## src/rtl/axi_line_xfer.sv

```systemverilog
`default_nettype none
// ============================================================================
//  Module      : axi_line_xfer
//  Description : Moves one cache line at a time between a client and an
//                AXI-style shim. A refill issues one read burst and gathers
//                the beats into a line buffer. A write-back issues one write
//                burst with the captured line and waits for the write
//                response. Only one transaction is in flight at a time.
//  Ports       : clk_i, rst_i            - clock, synchronous active-high reset
//                req_*                   - client request (addr, we, line, be)
//                rsp_*                   - client response (line, err)
//                rd_req_o/rd_gnt_i, rd_* - shim read command and read beats
//                wr_req_o/wr_gnt_i, wr_* - shim write command and B response
//  Revision    : 1.0 - initial release
// ============================================================================
module axi_line_xfer #(
    parameter int NumWords  = 4,
    parameter int DataWidth = 64,
    parameter int AddrWidth = 64,
    parameter int IdWidth   = 4,
    parameter int TxId      = 0
) (
    input  logic                              clk_i,
    input  logic                              rst_i,
    // client request
    input  logic                              req_valid_i,
    output logic                              req_ready_o,
    input  logic                              req_we_i,
    input  logic [AddrWidth-1:0]              req_addr_i,
    input  logic [NumWords*DataWidth-1:0]     req_wdata_i,
    input  logic [NumWords*DataWidth/8-1:0]   req_be_i,
    // client response
    output logic                              rsp_valid_o,
    input  logic                              rsp_ready_i,
    output logic [NumWords*DataWidth-1:0]     rsp_rdata_o,
    output logic                              rsp_err_o,
    // shim read command
    output logic                              rd_req_o,
    input  logic                              rd_gnt_i,
    output logic [AddrWidth-1:0]              rd_addr_o,
    output logic [$clog2(NumWords)-1:0]       rd_blen_o,
    output logic [2:0]                        rd_size_o,
    output logic [IdWidth-1:0]                rd_id_o,
    // shim read beats
    output logic                              rd_rdy_o,
    input  logic                              rd_valid_i,
    input  logic                              rd_last_i,
    input  logic [DataWidth-1:0]              rd_data_i,
    // shim write command
    output logic                              wr_req_o,
    input  logic                              wr_gnt_i,
    output logic [AddrWidth-1:0]              wr_addr_o,
    output logic [NumWords*DataWidth-1:0]     wr_data_o,
    output logic [NumWords*DataWidth/8-1:0]   wr_be_o,
    output logic [$clog2(NumWords)-1:0]       wr_blen_o,
    output logic [2:0]                        wr_size_o,
    output logic [IdWidth-1:0]                wr_id_o,
    // shim write response
    output logic                              wr_rdy_o,
    input  logic                              wr_valid_i
);

    localparam int c_LINE_BITS = NumWords * DataWidth;
    localparam int c_BE_BITS   = c_LINE_BITS / 8;
    localparam int c_OFF_BITS  = $clog2(c_LINE_BITS / 8);
    localparam int c_CNT_W     = $clog2(NumWords);
    localparam int c_SIZE      = $clog2(DataWidth / 8);

    // One extra counter bit distinguishes "all words filled" from
    // "about to fill the last word", so overrun beats are recognisable.
    localparam logic [c_CNT_W:0] c_LAST_IDX = (c_CNT_W + 1)'(NumWords - 1);
    localparam logic [c_CNT_W:0] c_ONE      = (c_CNT_W + 1)'(1);

    typedef enum logic [2:0] {
        ST_IDLE    = 3'd0,
        ST_RD_REQ  = 3'd1,
        ST_RD_DATA = 3'd2,
        ST_WR_REQ  = 3'd3,
        ST_WR_RESP = 3'd4,
        ST_RSP     = 3'd5
    } state_t;

    state_t                          r_state;
    logic [AddrWidth-1:c_OFF_BITS]   r_addr_hi;
    logic [c_LINE_BITS-1:0]          r_wdata;
    logic [c_BE_BITS-1:0]            r_be;
    logic [c_CNT_W:0]                r_cnt;
    logic                            r_err;
    logic [DataWidth-1:0]            r_words [NumWords];

    logic [AddrWidth-1:0]            w_line_addr;
    logic [c_LINE_BITS-1:0]          w_line;
    logic                            w_unused_addr;

    // Offset bits inside the line are never issued to the shim.
    assign w_unused_addr = ^req_addr_i[c_OFF_BITS-1:0];
    assign w_line_addr   = {r_addr_hi, {c_OFF_BITS{1'b0}}};

    // Word 0 sits at the lowest address, i.e. the least significant slice.
    for (genvar g = 0; g < NumWords; g++) begin : g_pack
        assign w_line[g*DataWidth +: DataWidth] = r_words[g];
    end

    always_ff @(posedge clk_i) begin
        if (rst_i) begin
            r_state <= ST_IDLE;
            r_cnt   <= '0;
            r_err   <= 1'b0;
        end else begin
            case (r_state)
                ST_IDLE: begin
                    if (req_valid_i) begin
                        r_addr_hi <= req_addr_i[AddrWidth-1:c_OFF_BITS];
                        r_wdata   <= req_wdata_i;
                        r_be      <= req_be_i;
                        r_state   <= req_we_i ? ST_WR_REQ : ST_RD_REQ;
                    end
                end
                ST_RD_REQ: begin
                    if (rd_gnt_i) begin
                        r_cnt   <= '0;
                        r_state <= ST_RD_DATA;
                    end
                end
                ST_RD_DATA: begin
                    if (rd_valid_i) begin
                        if (!r_cnt[c_CNT_W]) begin
                            r_words[r_cnt[c_CNT_W-1:0]] <= rd_data_i;
                            r_cnt <= r_cnt + c_ONE;
                        end else begin
                            // Beat beyond the line: drop it, flag the error.
                            r_err <= 1'b1;
                        end
                        if (rd_last_i) begin
                            if (r_cnt != c_LAST_IDX) begin
                                r_err <= 1'b1;
                            end
                            r_state <= ST_RSP;
                        end
                    end
                end
                ST_WR_REQ: begin
                    if (wr_gnt_i) begin
                        r_state <= ST_WR_RESP;
                    end
                end
                ST_WR_RESP: begin
                    if (wr_valid_i) begin
                        r_state <= ST_RSP;
                    end
                end
                ST_RSP: begin
                    if (rsp_ready_i) begin
                        r_err   <= 1'b0;
                        r_state <= ST_IDLE;
                    end
                end
                default: begin
                    r_state <= ST_IDLE;
                end
            endcase
        end
    end

    // Handshake outputs decode the registered state; they are also masked
    // by reset so nothing is offered while reset is held.
    assign req_ready_o = ~rst_i & (r_state == ST_IDLE);
    assign rd_req_o    = ~rst_i & (r_state == ST_RD_REQ);
    assign rd_rdy_o    = ~rst_i & (r_state == ST_RD_DATA);
    assign wr_req_o    = ~rst_i & (r_state == ST_WR_REQ);
    assign wr_rdy_o    = ~rst_i & (r_state == ST_WR_RESP);
    assign rsp_valid_o = ~rst_i & (r_state == ST_RSP);

    assign rsp_rdata_o = w_line;
    assign rsp_err_o   = r_err;

    assign rd_addr_o   = w_line_addr;
    assign rd_blen_o   = c_CNT_W'(NumWords - 1);
    assign rd_size_o   = 3'(c_SIZE);
    assign rd_id_o     = IdWidth'(TxId);

    assign wr_addr_o   = w_line_addr;
    assign wr_data_o   = r_wdata;
    assign wr_be_o     = r_be;
    assign wr_blen_o   = c_CNT_W'(NumWords - 1);
    assign wr_size_o   = 3'(c_SIZE);
    assign wr_id_o     = IdWidth'(TxId);

endmodule
`default_nettype wire

```

## config.mk

```make
export PLATFORM = sky130hd
export DESIGN_NAME = axi_line_xfer
export DESIGN_NICKNAME = d
export VERILOG_FILES = /design/src/rtl/axi_line_xfer.sv
export SDC_FILE = /design/constraint.sdc
export NUM_CORES = 1
export LEC_CHECK = 0
export ABC_AREA = 1
export BUFFER_PORTS_ARGS = -buffer_cell sky130_fd_sc_hd__buf_2
export CAP_MARGIN = 20
export CORE_AREA = 2 2 442 444
export DETAILED_ROUTE_END_ITERATION = 8
export DIE_AREA = 0 0 444 446
export HOLD_SLACK_MARGIN = 0.03
export PLACE_DENSITY_LB_ADDON = 0.25
export SLEW_MARGIN = 20
export SYNTH_ARGS = -nofsm -noshare
export SYNTH_HDL_FRONTEND = slang
export SYNTH_SLANG_ARGS = --single-unit
```

## constraint.sdc

```tcl
create_clock -name clk_i -period 79 [get_ports clk_i]
set_input_delay 7.9 -clock clk_i [delete_from_list [all_inputs] [get_ports clk_i]]
set_output_delay 7.9 -clock clk_i [all_outputs]
set_load 0.01 [all_outputs]
```

==> key figures <==
Run status
  • Status: completed

STA
  • Final Hold Viols: 0
  • Fin crit period: 16.36 ns
  • Slew @ Worst Pin: 0.985 ns
  • Crit share post-route: 0.207
  • Worst slew margin: 0.344
  • Setup_tns: 0 ns
  • Setup ws final: 62.64 ns
  • Setup violators final: 0
  • RSZ-0062 raised after global routing: no
  • Achievable Freq: 61.1 MHz
  • Max-slew violations: 0
  • Skew final: 0.0203 ns

Worst setup path
  • CP Capture Type: output port
  • Worst R2R Start: r_state[0]
  • Required time worst endpoint: 71.10 ns
  • CP arrival: 8.46 ns
  • CP max FO: 10
  • Reg2reg end: r_addr_hi[52]
  • Crit path kind: input pin to output port
  • Reg2Reg Depth: 6
  • FF-to-FF setup slack: 75.47 ns
  • Critical Path Source: rst_i
  • Crit start category: input pin

Clock network
  • Total CTS buffers: 81
  • CTS tree: done
  • Worst-skew pair later-pin latency: 0.70 ns
  • Clk buf depth: 3
  • Post-CTS Repair Setup Buffers: 0
  • Post-cts sizing count: 0
  • Cts hold-fix bufs: 0
  • Htree depth: 3
  • Clock sinks: 610
  • Root Buffer: clkbuf_16
  • Clock-pin slew of the registers on the worst-case setup and hold paths: 0.05 ns

Synthesis
  • Cells after Synth: 796
  • Synth async-reset ratio: 0
  • Seq cells post-synth: 610
  • Register area share after synthesis: 0.937
  • Ys Warns: 0
  • Top_reg_cell synth: edfxtp_1
  • Synth Cell Area: 19500 um2
  • Post-synth EDFFs: 603
  • Yosys cell types: 25
  • Mean post-synth cell area: 24.5 um2

Detailed routing
  • Drt wl/cell: 29.0 um
  • Wl on met1: 50600 um
  • WL met3: 13600 um
  • WL final: 131000 um
  • Iteration-0 DRC Markers: 919
  • Drt via density: 2.82
  • Antenna viol nets, final: 0
  • Max Used Layer: met5
  • WL met2: 63600 um
  • Vias: 12800
  • DRT Pass-1 Iters: 5
  • DRC violations left: 0

Floorplanning
  • Row cnt: 162
  • Ports: 1123
  • Initial core utilization: 0.101
  • Die width: 444 um
  • Placeable core area: 194000 um2
  • Die height: 446 um
  • Area of the die: 198000 um2

Final layout
  • Layout cells sized above 1: 0.625
  • Non-filler instance count after layout: 4533
  • Util after Layout: 0.156
  • Multi-input logic area: 586 um2
  • Area delta synth->final: 55.5%
  • Sequential cell area: 18200 um2
  • Fill count: 21500
  • NumNets Final: 2344

Power and ir drop
  • Lkg Pwr: 11.5 nW
  • Peak supply drop: 0.0163 mV
  • Int Power: 0.635 mW
  • Switching Share: 0.279
  • Pwr dens: 29.1 nW/um2
  • Comb pwr share: 0.120
  • Reg power frac: 0.456
  • Net Switching: 0.246 mW
  • Clk pwr share: 0.424

Place
  • Detail Placement HPWL: 110000 um
  • # port buffers: 1089
  • Placed cell count: 4373
  • Setup WS pre-CTS: 62.63 ns
  • GPL Wtd Cong: 0.981

Min path
  • Worst Hold Class: flop to flop
  • Hold Crit Start: rsp_err_o
  • Min-Delay Path Depth: 2
  • WHS Endpoint: rsp_err_o

GRT
  • GR Util All Layers: 0.127
  • Largest net degree at the start of global routing: 109
  • Vias in the first global route: 12100
  • Total global routing overflow: 0
  • Initial antenna violation count: 113
  • First-pass GRT wire length: 156000 um

Flow run
  • Max_cap viols: 0
[state kept, by name, summed over array words and instances (netlist names)]
signal and flops:
wr_be_o 32, r_state 3, r_words 256, r_addr_hi 59, wr_data_o 256, r_cnt 3, rsp_err_o 1
[power groups by stage]
stage | Sequential [mW] | Clock, mW | Combinational (mW)
2_1_floorplan | 0.441 | 0 | 0.0344
3_3_place_gp | 0.408 | 0 | 0.111
3_5_place_dp | 0.408 | 0 | 0.110
4_1_cts | 0.402 | 0.392 | 0.110
5_1_grt | 0.404 | 0.401 | 0.115
6_report | 0.402 | 0.373 | 0.106
[metal layers]
metal | track usage | vias up
li1 | - | 5236
met1 | 0.147 | 6458
met2 | 0.213 | 796
met5 | 0 | -
met3 | 0.0553 | 276
met4 | 0.0358 | 6
[placed cells by master, fill, tap and decap left out, types with 2 or more instances in the layout]
master         n
inv_6          2
diode_2       16
clkbuf_16     84
nor2_1        12
buf_4         10
nand2_1       20
clkinvlp_4     6
conb_1        28
o21ai_0        2
clkbuf_1      19
nand3_2        5
nor2_4         8
nand3_1        4
bufinv_16      7
clkinv_2       6
inv_1         16
clkinv_8       3
clkinv_1      16
ha_1           4
dfxtp_1        7
buf_2       1089
a21oi_1        4
nor2_2         4
nor3_1         2
nand2_2        4
edfxtp_1     603
[worst max-delay path, cell delays in order]
cell	delay [ns]
buf_2	0.18
nor4_1	0.19
buf_2	0.18
[through the flow]
step	total power [mW]	hold slack (ns)	cell area, um2
2_1_floorplan	0.475	0.474	19600
6_report	0.881	0.477	30300
3_3_place_gp	0.519	0.474	27600
5_1_grt	0.920	0.525	30200
4_1_cts	0.905	0.482	30200
3_5_place_dp	0.518	0.465	27600
[synth_stat cells, types with 2 or more instances]
cell type | number | share of area
edfxtp_1 | 603 | 0.93
buf_4 | 87 | 0.034
nand2_1 | 20 | 0.0039
inv_1 | 16 | 0.0031
nor2_1 | 16 | 0.0031
dfxtp_1 | 7 | 0.0072
nand3_2 | 5 | 0.0026
a21oi_1 | 4 | 0.0010
ha_1 | 4 | 0.0026
nand2_2 | 4 | 0.0013
nand3_1 | 4 | 0.0010
nor2_2 | 4 | 0.0013
nor2_4 | 4 | 0.0023
buf_6 | 3 | 0.0017
nor3_1 | 3 | 0.00077
conb_1 | 2 | 0.00039
o21ai_0 | 2 | 0.00051
[how the worst max path moves through the flow]
stage	end	slack (ns)	cells after the start
floorplan	r_addr_hi[10]	46.17	2
global placement	rd_req_o	62.64	3
detailed placement	rd_req_o	62.63	3
CTS	rd_req_o	62.63	3
global route	rd_req_o	62.59	3
finish	rd_req_o	62.64	3
[cell families (layout without fill, tap and decap cells)]
group,count (synthesis),in the layout,share of synthesized area
AOI/OAI and AO/OA,7,7,0.00186
adders and majority gates,4,4,0.00257
buffers and inverters,109,1262,0.0394
DFF,610,610,0.937
other,2,44,0.000386
and+or+nand+nor,64,64,0.0184
[cell type report]
type | instances | share of cell area
flip-flops and latches | 610 | 0.603
repair buffers | 1100 | 0.183
well taps | 2542 | 0.105
clock buffers | 103 | 0.0718
multi-input cells | 103 | 0.0193
clock inverters | 41 | 0.0143
inverters | 18 | 0.00248
diodes | 16 | 0.00132
No activity file was read; power rests on OpenSTA's default activity.
